**src/rtl/avalon_bus_read_verify_if.sv**
```systemverilog
// Avalon-MM read port bundle for the frame-buffer read-back checker.
interface avalon_bus_read_verify_if #(
    parameter int ADDR_W = 27,
    parameter int DATA_W = 32
) ();
    logic              avl_waitrequest_n;
    logic [DATA_W-1:0] avl_readdata;
    logic              avl_readdatavalid;
    logic [ADDR_W-1:0] avl_address;
    logic              avl_read;
    logic              avl_burstbegin;

    modport master (
        input  avl_waitrequest_n,
        input  avl_readdata,
        input  avl_readdatavalid,
        output avl_address,
        output avl_read,
        output avl_burstbegin
    );

    modport slave (
        output avl_waitrequest_n,
        output avl_readdata,
        output avl_readdatavalid,
        input  avl_address,
        input  avl_read,
        input  avl_burstbegin
    );
endinterface

```
**src/rtl/avalon_bus_read_verify.sv**
```systemverilog
// Reads back NUM_WORDS words and checks data == address after the fill test.
module avalon_bus_read_verify #(
    parameter int ADDR_W          = 27,
    parameter int DATA_W          = 32,
    parameter int NUM_WORDS       = 2073600,
    parameter int MAX_OUTSTANDING = 8
) (
    input  logic                   iCLK,
    input  logic                   iRST_n,
    input  logic                   iBUTTON,
    input  logic                   local_init_done,
    avalon_bus_read_verify_if.master avl,
    output logic                   drv_status_test_complete,
    output logic                   drv_status_test_pass,
    output logic [15:0]            err_count,
    output logic [ADDR_W-1:0]      first_err_addr,
    output logic [3:0]             c_state
);
    typedef enum logic [3:0] {
        IDLE  = 4'd0,
        READ  = 4'd1,
        DRAIN = 4'd2,
        DONE  = 4'd9
    } state_t;

    localparam int CNT_W = $clog2(NUM_WORDS + 1);
    localparam int OUT_W = $clog2(MAX_OUTSTANDING + 1);
    localparam logic [CNT_W-1:0] NUM_C  = CNT_W'(NUM_WORDS);
    localparam logic [CNT_W-1:0] LAST_C = CNT_W'(NUM_WORDS - 1);
    localparam logic [OUT_W-1:0] MAX_C  = OUT_W'(MAX_OUTSTANDING);

    state_t            state;
    logic [1:0]        pre_button;
    logic              trigger;
    logic              err_flag;
    logic [CNT_W-1:0]  issued;
    logic [CNT_W-1:0]  received;
    logic [CNT_W-1:0]  issued_nx;
    logic [CNT_W-1:0]  received_nx;
    logic [OUT_W-1:0]  outstanding;
    logic [OUT_W-1:0]  outstanding_nx;
    logic [ADDR_W-1:0] check_addr;
    logic [DATA_W-1:0] expected;
    logic              accept;
    logic              ret;
    logic              mismatch;

    always_comb begin
        accept         = avl.avl_read && avl.avl_waitrequest_n;
        ret            = avl.avl_readdatavalid
                         && (state == READ || state == DRAIN);
        issued_nx      = issued + CNT_W'(accept);
        received_nx    = received + CNT_W'(ret);
        outstanding_nx = outstanding + OUT_W'(accept) - OUT_W'(ret);
        expected       = DATA_W'(check_addr);
        mismatch       = ret && (avl.avl_readdata != expected);
    end

    always_ff @(posedge iCLK) begin
        if (!iRST_n) begin
            state           <= IDLE;
            pre_button      <= 2'b11;
            trigger         <= 1'b0;
            err_flag        <= 1'b0;
            err_count       <= 16'd0;
            first_err_addr  <= '0;
            issued          <= '0;
            received        <= '0;
            outstanding     <= '0;
            check_addr      <= '0;
            avl.avl_address <= '0;
            avl.avl_read    <= 1'b0;
        end else begin
            pre_button <= {pre_button[0], iBUTTON};
            trigger    <= pre_button[1] & ~pre_button[0];
            if (mismatch) begin
                if (err_count != 16'hFFFF)
                    err_count <= err_count + 16'd1;
                if (!err_flag)
                    first_err_addr <= check_addr;
                err_flag <= 1'b1;
            end
            if (ret)
                check_addr <= check_addr + ADDR_W'(1);
            case (state)
                IDLE: begin
                    if (local_init_done && trigger) begin
                        err_flag        <= 1'b0;
                        err_count       <= 16'd0;
                        first_err_addr  <= '0;
                        issued          <= '0;
                        received        <= '0;
                        outstanding     <= '0;
                        check_addr      <= '0;
                        avl.avl_address <= '0;
                        avl.avl_read    <= 1'b1;
                        state           <= READ;
                    end
                end
                READ: begin
                    issued      <= issued_nx;
                    received    <= received_nx;
                    outstanding <= outstanding_nx;
                    if (accept)
                        avl.avl_address <= avl.avl_address + ADDR_W'(1);
                    // Last accept ends issuing regardless of free slots
                    if (accept && issued == LAST_C) begin
                        avl.avl_read <= 1'b0;
                        state        <= DRAIN;
                    end else begin
                        avl.avl_read <= (issued_nx < NUM_C)
                                        && (outstanding_nx < MAX_C);
                    end
                end
                DRAIN: begin
                    received    <= received_nx;
                    outstanding <= outstanding_nx;
                    if (received_nx == NUM_C)
                        state <= DONE;
                end
                DONE: begin
                end
                default: state <= IDLE;
            endcase
        end
    end

    assign avl.avl_burstbegin       = avl.avl_read;
    assign c_state                  = state;
    assign drv_status_test_complete = (state == DONE);
    assign drv_status_test_pass     = (state == DONE) && !err_flag;
endmodule
```
**src/flat_wrapper.sv**
```systemverilog
// flat-port wrapper written by rule: the top's interface ports become plain ports
module avalon_bus_read_verify_flat 
#(
    parameter int ADDR_W          = 27,
    parameter int DATA_W          = 32,
    parameter int NUM_WORDS       = 2073600,
    parameter int MAX_OUTSTANDING = 8
)
  (iCLK, iRST_n, iBUTTON, local_init_done, drv_status_test_complete, drv_status_test_pass, err_count, first_err_addr, c_state, avl_avl_waitrequest_n, avl_avl_readdata, avl_avl_readdatavalid, avl_avl_address, avl_avl_read, avl_avl_burstbegin);
  avalon_bus_read_verify_if #(.ADDR_W(ADDR_W), .DATA_W(DATA_W)) avl_i ();
  input  logic iCLK;
  input  logic iRST_n;
  input  logic iBUTTON;
  input  logic local_init_done;
  output logic drv_status_test_complete;
  output logic drv_status_test_pass;
  output logic [15:0] err_count;
  output logic [ADDR_W-1:0] first_err_addr;
  output logic [3:0] c_state;
  input wire logic [$bits(avl_i.avl_waitrequest_n)-1:0] avl_avl_waitrequest_n;
  input wire logic [$bits(avl_i.avl_readdata)-1:0] avl_avl_readdata;
  input wire logic [$bits(avl_i.avl_readdatavalid)-1:0] avl_avl_readdatavalid;
  output wire logic [$bits(avl_i.avl_address)-1:0] avl_avl_address;
  output wire logic [$bits(avl_i.avl_read)-1:0] avl_avl_read;
  output wire logic [$bits(avl_i.avl_burstbegin)-1:0] avl_avl_burstbegin;
  assign avl_i.avl_waitrequest_n = avl_avl_waitrequest_n;
  assign avl_i.avl_readdata = avl_avl_readdata;
  assign avl_i.avl_readdatavalid = avl_avl_readdatavalid;
  assign avl_avl_address = avl_i.avl_address;
  assign avl_avl_read = avl_i.avl_read;
  assign avl_avl_burstbegin = avl_i.avl_burstbegin;
  avalon_bus_read_verify #(.ADDR_W(ADDR_W), .DATA_W(DATA_W), .NUM_WORDS(NUM_WORDS), .MAX_OUTSTANDING(MAX_OUTSTANDING)) u_core (.iCLK(iCLK), .iRST_n(iRST_n), .iBUTTON(iBUTTON), .local_init_done(local_init_done), .avl(avl_i), .drv_status_test_complete(drv_status_test_complete), .drv_status_test_pass(drv_status_test_pass), .err_count(err_count), .first_err_addr(first_err_addr), .c_state(c_state));
endmodule
```
**config.mk**
```make
export PLATFORM = sky130hd
export DESIGN_NAME = avalon_bus_read_verify_flat
export DESIGN_NICKNAME = d
export VERILOG_FILES = /design/src/rtl/avalon_bus_read_verify_if.sv /design/src/rtl/avalon_bus_read_verify.sv /design/src/flat_wrapper.sv
export SDC_FILE = /design/constraint.sdc
export NUM_CORES = 1
export LEC_CHECK = 0
export CELL_PAD_IN_SITES_DETAIL_PLACEMENT = 1
export CELL_PAD_IN_SITES_GLOBAL_PLACEMENT = 1
export CORE_MARGIN = 2
export CORE_UTILIZATION = 40
export DETAILED_ROUTE_END_ITERATION = 6
export PLACE_DENSITY_LB_ADDON = 0.08
export SYNTH_ARGS = -nofsm -noshare
export SYNTH_HDL_FRONTEND = slang
export SYNTH_SLANG_ARGS = --single-unit
```
**constraint.sdc**
```tcl
create_clock -name iCLK -period 5.21 [get_ports iCLK]
set_clock_uncertainty 0.2 [all_clocks]
set_input_delay 1.042 -clock iCLK [delete_from_list [all_inputs] [get_ports iCLK]]
set_output_delay 1.042 -clock iCLK [all_outputs]
set_load 0.02 [all_outputs]
```
# --- Word-level counts from Yosys, hierarchy flattened ---
# Cells that the tools add are included.
classes:
  add_sub_neg: 7
  order_cmp: 2
  n_eq_ne: 11
  mux: 29
  bitwise: 3
  reduce_logical: 17
ops:
  columns: ["op", "count"]
  rows:
  - ["27-bit 2-to-1 mux", 9]
  - ["21-bit one-hot mux with 2 select lines", 2]
  - ["16-bit 2-to-1 mux", 4]
  - ["27-bit by 1-bit adder with 27-bit output, second input constant", 2]
  - ["27-bit one-hot mux with 2 select lines", 1]
  - ["21-bit by 1-bit adder with 21-bit output", 2]
  - ["21-bit equality test, second input constant", 2]
  - ["32-bit by 27-bit inequality test with 1-bit output", 1]
  - ["21-bit less-than comparator, second input constant", 1]
  - ["21-bit 2-to-1 mux", 1]
  - ["16-bit by 1-bit adder with 16-bit output, second input constant", 1]
  - ["4-bit 2-to-1 mux", 4]
  - ["16-bit inequality test, second input constant", 1]
  - ["4-bit one-hot mux with 4 select lines", 1]
  - ["4-bit one-hot mux with 2 select lines", 1]
  - ["1-bit logical AND", 7]
  - ["1-bit 2-to-1 mux", 5]
  - ["4-bit by 1-bit adder with 4-bit output", 1]
  - ["4-bit by 1-bit equality test with 1-bit output, second input constant", 1]
  - ["4-bit by 2-bit equality test with 1-bit output, second input constant", 1]
  - ["4-bit equality test, second input constant", 1]
  - ["4-bit logical NOT", 1]
  - ["4-bit less-than comparator, second input constant", 1]
  - ["2-bit by 1-bit inequality test with 1-bit output, second input constant", 2]
  - ["12 further kinds", 16]
totals:
  register_bits: 152
  input_bits: 38
  out_inout_bits: 78

# --- Depth between registers and ports, before layout ---
# Gate-level depths: netlist of run 1.
logic_depth:
  word_depth: 8
  ltp_mapped: 12
  ltp_nobuf: 10

# --- Least setup slack after synthesis of run 1 ---
# OpenSTA, ideal clock, no wires.
synth_timing:
  path_type: "input-to-reg"
  from: "in avl_avl_readdatavalid"
  to: "reg u_core.state[1] (netlist: u_core.c_state[1])"
  setup_ns: 0.120
  arrival_ns: 3.720
  required_ns: 4.890
  setup_slack_ns: 1.170
  path_stages: 10
  n_path_buf: 1
  path_cell_list: "and3_1 clkbuf_1 ha_1 ha_1 nand3_1 or4_4 or4_4 xor2_1 or3_4 a211o_1"
synth_via:
  elab_chain_len: 5
synth_rtl:
  columns: ["item", "line_no", "source"]
  rows:
  - ["start, declared", "flat_wrapper.sv:22", "input wire logic [$bits(avl_i.avl_readdatavalid)-1:0] avl_avl_readdatavalid;"]
  - ["1-bit logical AND", "avalon_bus_read_verify.sv:51", "&& (state == READ || state == DRAIN);"]
  - ["21-bit by 1-bit adder with 21-bit output", "avalon_bus_read_verify.sv:53", "received_nx = received + CNT_W'(ret);"]
  - ["21-bit equality test", "avalon_bus_read_verify.sv:118", "if (received_nx == NUM_C)"]
  - ["2-bit inequality test (no line)", null, null]
  - ["4-bit AND reduction (no line)", null, null]
  - ["end signal, assigned", "avalon_bus_read_verify.sv:61", "state <= IDLE;"]
  - ["end signal, assigned", "avalon_bus_read_verify.sv:119", "state <= DONE;"]
  - ["end signal, assigned", "avalon_bus_read_verify.sv:123", "default: state <= IDLE;"]
  - ["end, declared", "avalon_bus_read_verify.sv:32", "state_t state;"]
# No other way between the ends.
# A chain may end at the register's enable or synchronous reset.

# --- Worst setup path in the final report of run 1 ---
# Same ends and word-level chain as after synthesis.

==> flow_summary_export.csv, run 1 <==
group,metric,value,unit
placed_design,dp_cells,1271,
global_routing,grt_pass1_vias,7202,
critical_path,reg2reg_depth,10,
detailed_routing,drtAntennaViolNets,0,
placed_design,globalplace.congestion,0.7881,
logic_synthesis,netlist-cell-type-count,70,
pwr,p_per_area,272.2,nW/µm²
detailed_routing,vias,7235,
detailed_routing,drt-vias-per-instance,5.553,
sta,slew_headroom,24.65,%
critical_path,cp.required,5.33,ns
placed_design,dp_hpwl,15.56,mm
cts,cts_sinks,151,
die,core-area,18830,µm²
detailed_routing,wire_per_inst,17.14,µm
critical_path,worstPathArrival,4.23,ns
sta,worst_slew_pin_slew,1.120,ns
cts,clock_path_buffers,2,
worst_hold_path,min_path_type,"register to register",
final_layout,num-fill-cells,2240,
cts,cts_tree,"yes",
critical_path,crit_start,"avl_avl_readdatavalid",
critical_path,crit_cells,10,
critical_path,worst_setup_path_start_kind,"input port",
detailed_routing,drt_pass1_iterations,4,
cts,clock_latency,0.43,ns
die,io_pins,116,
critical_path,worstSetupPathType,"input port to register",
run,max_cap_viol_count,0,
critical_path,worstReg2RegStart,"u_core.c_state[0]",
global_routing,grtUsageTotal,22.19,%
global_routing,antenna_found_initial,0,
die,die-area,20470,µm²
sta,rsz0062_at_grt,"false",
cts,clk_pin_slew,0.07,ns
logic_synthesis,synth-seq-cells,151,
logic_synthesis,syn_nets,989,
outcome,status,"finished clean",
die,rows,50,
detailed_routing,drcViolationCount,0,
sta,slew_viol_final,0,
cts,post_cts_resized,0,
cts,h-tree-depth,4,
global_routing,grt_overflow,0,
critical_path,end_kind,"register",
die,chipWidth,143.1,µm
sta,finalCritPeriodShare,78.91,%
logic_synthesis,yosysSeqAreaShare,39.08,%
critical_path,worstReg2RegEnd,"u_core.c_state[1]",
logic_synthesis,postSynthCellCount,938,
global_routing,grt_max_degree,70,
logic_synthesis,yosys_warnings,0,
logic_synthesis,synth-edff-count,0,
sta,tns,0,ns
die,initial_core_util,41.08,%
die,die_h,143.1,µm
cts,cts-root-buf,"clkbuf_16",
final_layout,nets,1081,
detailed_routing,drt_iter0_drc,297,
cts,postCtsSetupRepairBufs,0,
final_layout,fin_util,51.42,%
critical_path,rrSetupSlack,1.18,ns
final_layout,antenna_cells,0,
cts,numCtsBuffers,17,
sta,finalSetupViolCount,0,
critical_path,critPathMaxFanout,6,
detailed_routing,wirelength,22.33,mm
sta,hold_violations,0,
cts,holdBufCountCts,0,
placed_design,io_buffers,114,
logic_synthesis,synth-async-reset-ratio,0,%
final_layout,layoutNonFillerInstCount,1303,
critical_path,critPathSlowestCell,"or4_4",
logic_synthesis,syn_avg_cell_area,8.246,µm²
final_layout,areaGrowthSynthToFinish,25.17,%
pwr,ir_drop,0.2298,mV
logic_synthesis,synth_ff_type,"dfxtp_1",
critical_path,worst_path_largest_cell_delay,0.56,ns
sta,period_minus_slack,4.111,ns
critical_path,crit_family,"simple AND/OR/NAND/NOR gates",
pwr,p_leak,3.551,nW
logic_synthesis,syn_area,7735,µm²
critical_path,critPathCapture,"u_core.c_state[1]",
critical_path,crit_chain,"clkdlybuf4s50_1 -> and3_1 -> ha_1 -> ha_1 -> nand3_1 -> or4_4 -> or4_4 -> xor2_1 -> or3_4 -> a211o_1",
critical_path,crit_buf_inv,1,
global_routing,grt_pass1_wl,36.72,mm
final_layout,drive_above_1_share,6.136,%
sta,fmax,0.2432,GHz
==> state kept, by name (all words and copies together) (netlist names) <==
| signal | count |
|---|---|
| u_core.check_addr | 27 |
| u_core.pre_button | 2 |
| u_core.outstanding | 4 |
| u_core.first_err_addr | 27 |
| u_core.avl.avl_burstbegin | 1 |
| u_core.avl.avl_address | 27 |
| u_core.issued | 21 |
| u_core.err_count | 16 |
| u_core.c_state | 3 |
| u_core.trigger | 1 |
| u_core.received | 21 |
| u_core.err_flag | 1 |
==> area by class of cell <==
cell class / instances / area, µm² / share of cell area (%)
repair buffers: 121 / 1194 / 12.33
clock buffers: 17 / 425.4 / 4.394
clock inverters: 15 / 176.4 / 1.822
well taps: 260 / 325.3 / 3.360
multi-input cells: 720 / 4467 / 46.14
flip-flops and latches: 151 / 3023 / 31.22
inverters: 19 / 71.32 / 0.7366
==> worst reg2reg max path: stages (launching register included) <==
cell	delay, ns
dfxtp_1	0.58
xor2_1	0.37
and3_1	0.26
ha_1	0.31
ha_1	0.23
nand3_1	0.16
or4_4	0.56
or4_4	0.43
xor2_1	0.17
or3_4	0.40
a211o_1	0.26
==> cells in the mapped netlist, types with 3 or more instances <==
library cell / count / share of area (%)
a41oi_1: 3 / 0.34
a211oi_1: 3 / 0.29
nand2_1: 86 / 4.2
and4_1: 9 / 1.0
or3_1: 15 / 1.2
mux2i_1: 32 / 4.1
ha_1: 12 / 1.9
and2_1: 7 / 0.57
nand4_1: 38 / 3.1
o31ai_1: 4 / 0.39
buf_2: 6 / 0.39
and3_1: 15 / 1.2
a21oi_1: 43 / 2.8
a211o_1: 3 / 0.34
a311oi_1: 11 / 1.2
nand3b_1: 3 / 0.29
or2_2: 3 / 0.24
nand3_1: 46 / 3.0
xnor2_1: 15 / 1.7
or3b_2: 3 / 0.34
buf_1: 3 / 0.15
o211a_1: 3 / 0.39
nor2_1: 132 / 6.4
nand2b_1: 6 / 0.49
nor3_1: 25 / 1.6
dfxtp_1: 151 / 39
inv_1: 18 / 0.87
a22oi_1: 7 / 0.68
o21ai_0: 38 / 2.5
nor4_1: 18 / 1.5
clkbuf_1: 35 / 1.7
xor2_1: 72 / 8.2
or4_1: 9 / 0.87
o211ai_1: 8 / 0.78
o21bai_1: 4 / 0.39
a31oi_1: 8 / 0.65
==> routing by layer <==
metal	global-route usage, %	up-vias	share of wire [%]
met2	37.37	110	48
met4	6.410	0	1.0
li1	-	3550	-
met1	29.57	3560	48
met5	0	-	0
met3	3.152	15	3.3
==> placed cells by master (no fill, tap or decap), types with 25 or more instances in the layout <==
cell               n
dfxtp_1          151
nor2_1           132
clkdlybuf4s50_1  114
nand2_1           85
xor2_1            72
nand3_1           46
a21oi_1           43
nand4_1           38
o21ai_0           38
mux2i_1           32
nor3_1            25
==> power by group <==
group | switching [W] | internal [W]
clock network | 0.000546 | 0.000725
logic | 0.000123 | 0.0000722
registers | 0.00000929 | 0.00116
==> cells by family after synthesis <==
logic type | after synthesis | synth area share (%)
and+or+nand+nor | 432 | 28.10
other | 1 | 0.04848
DFF | 151 | 39.08
xor gates and xnor gates | 87 | 9.851
adders and majority gates | 13 | 2.200
muxes | 33 | 4.287
AOI/OAI and AO/OA | 154 | 12.96
buffers and inverters | 67 | 3.478
==> through the flow <==
| step | hold slack [ns] | power, W | setup slack, ns | instance area (µm²) |
|---|---|---|---|---|
| floorplan | 0.1936 | 0.001310 | 1.170 | 7735 |
| global placement | 0.2263 | 0.001390 | 0.7523 | 9080 |
| detailed placement | 0.2063 | 0.001391 | 0.7176 | 9080 |
| CTS | 0.2199 | 0.002669 | 1.124 | 9682 |
| global route | 0.2411 | 0.002740 | 0.9662 | 9682 |
| finish | 0.2156 | 0.002635 | 1.099 | 9682 |
==> how the worst min path moves through the flow <==
stage	startpoint	to	slack, ns	cells past startpoint
3_3_place_gp	u_core.pre_button[1]	u_core.trigger	0.23	2
4_1_cts	u_core.pre_button[1]	u_core.trigger	0.22	2
3_5_place_dp	u_core.pre_button[1]	u_core.trigger	0.21	2
5_1_grt	u_core.pre_button[1]	u_core.trigger	0.24	2
6_report	u_core.pre_button[1]	u_core.trigger	0.22	2
2_1_floorplan	u_core.pre_button[1]	u_core.trigger	0.19	2
No activity file was read; power rests on OpenSTA's default activity.
==> inputs of run 2 (changes only) <==
clock period = 4.2 ns   (was 5.21 ns; I/O delays follow)
==> run 2 against run 1 <==
  * Core utilization rose by 0.47 points
  * Sequential share of layout area down 0.28 points
  * Power up 24%
  * Sequential power is 24% higher
  * Worst setup slack lost 0.68 ns
  * Global-route usage down 0.27 points
  * Register-to-register slack lost 0.76 ns
  * Non-clock buffer count is 13 higher
  * Critical path depth is the same
  * Via count is essentially flat
==> flow_summary_export.csv, run 2 (synthesized netlist as in run 1, its figures left out) <==
group,metric,value,unit
die,die-area,20470,µm²
sta,fmax,0.2647,GHz
die,core-area,18830,µm²
global_routing,grt_max_degree,53,
detailed_routing,drcViolationCount,0,
placed_design,dp_hpwl,15.67,mm
detailed_routing,vias,7242,
global_routing,grt_pass1_wl,36.45,mm
cts,postCtsSetupRepairBufs,0,
placed_design,globalplace.congestion,0.8054,
critical_path,crit_start,"u_core.c_state[1]",
global_routing,grtUsageTotal,21.92,%
run,max_cap_viol_count,0,
critical_path,critPathMaxFanout,10,
final_layout,antenna_cells,0,
worst_hold_path,hold_depth,2,
sta,period_minus_slack,3.777,ns
sta,finalSetupViolCount,0,
final_layout,final_cell_mix,"151 x dfxtp_1, 132 x nor2_1, 114 x clkdlybuf4s50_1",
outcome,status,"finished clean",
final_layout,drive_above_1_share,7.102,%
critical_path,reg2reg_depth,10,
detailed_routing,wire_per_inst,16.92,µm
critical_path,worstReg2RegStart,"u_core.c_state[1]",
final_layout,areaGrowthSynthToFinish,26.30,%
cts,numCtsBuffers,17,
cts,clock_latency,0.44,ns
critical_path,rrSetupSlack,0.42,ns
detailed_routing,drtAntennaViolNets,0,
pwr,p_leak,3.621,nW
final_layout,nets,1094,
critical_path,worst_setup_path_start_kind,"register",
cts,clk_pin_slew,0.07,ns
placed_design,dpl_cell_area,9179,µm²
detailed_routing,drt_pass1_iterations,4,
sta,slew_headroom,38.02,%
cts,h-tree-depth,4,
placed_design,io_buffers,114,
cts,cts_tree,"yes",
die,initial_core_util,41.08,%
pwr,p_per_area,333.2,nW/µm²
die,rows,50,
critical_path,worstPathArrival,3.90,ns
cts,post_cts_resized,0,
sta,finalCritPeriodShare,89.93,%
cts,cts_sinks,151,
cts,cts-root-buf,"clkbuf_16",
pwr,ir_drop,0.3258,mV
cts,holdBufCountCts,0,
die,die_h,143.1,µm
final_layout,top_regs,"u_core.avl.avl_address x27, u_core.check_addr x27, u_core.first_err_addr x27",
sta,hold_violations,0,
die,chipWidth,143.1,µm
worst_hold_path,min_path_type,"register to register",
worst_hold_path,holdCritStartpoint,"u_core.pre_button[1]",
final_layout,final_common_cell,"dfxtp_1",
die,io_pins,116,
global_routing,grt_pass1_vias,7304,
critical_path,worstSetupPathType,"register to register",
final_layout,fin_util,51.88,%
final_layout,fin_area,9769,µm²
detailed_routing,wirelength,22.26,mm
sta,worst_slew_pin_slew,0.9296,ns
critical_path,end_kind,"register",
sta,holdWs,0.2474,ns
sta,tns,0,ns
sta,slew_viol_final,0,
sta,rsz0062_at_grt,"false",
cts,clock_path_buffers,2,
global_routing,antenna_found_initial,0,
final_layout,num-fill-cells,2293,
detailed_routing,drt-vias-per-instance,5.503,
detailed_routing,drt_iter0_drc,372,
critical_path,cp.required,4.32,ns
global_routing,grt_overflow,0,
pwr,power,0.003256,W
[run 2: worst paths after layout]
| kind | to |
|---|---|
| hold reg to reg | u_core.trigger |
| setup / recovery | u_core.c_state[1] |
| setup reg to reg | u_core.c_state[1] |
| hold / removal | u_core.trigger |
[run 2: through the flow]
step | std cells | setup WS (ns)
floorplan | 938 | 0.3062
global placement | 1284 | 0.1523
detailed placement | 1284 | 0.08906
CTS | 1316 | 0.4209
global route | 1316 | 0.2373
finish | 1316 | 0.4228
[run 2: power by group]
group / total [W] / internal [W] / switching (W)
Sequential: 0.00145 / 0.00144 / 0.00000933
Combinational: 0.000249 / 0.0000962 / 0.000153
Clock: 0.00156 / 0.000859 / 0.000699
[run 2: critical path, cell delays in order, from the launching register on]
cell,delay (ns)
dfxtp_1,0.55
xor2_1,0.36
and3_1,0.24
ha_1,0.20
ha_1,0.19
nand3_1,0.14
or4_4,0.53
or4_4,0.42
xor2_1,0.18
or3_4,0.40
a211o_1,0.26
[run 2: layer usage]
layer	global-route usage [%]	share of wire [%]	vias to the layer above
met5	0	0	-
met4	5.367	1.0	0
met3	3.555	3.1	15
met2	37.72	47	106
met1	28.66	49	3554
li1	-	-	3567
[run 2: final cells by class]
type / instances / area, µm² / area share [%]
sequential: 151 / 3023 / 30.94
inverter: 19 / 71.32 / 0.7300
multi-input combinational: 720 / 4456 / 45.61
tap: 260 / 325.3 / 3.330
clock buffer: 18 / 439.2 / 4.495
clock inverter: 14 / 151.4 / 1.550
timing repair buffer: 134 / 1304 / 13.35
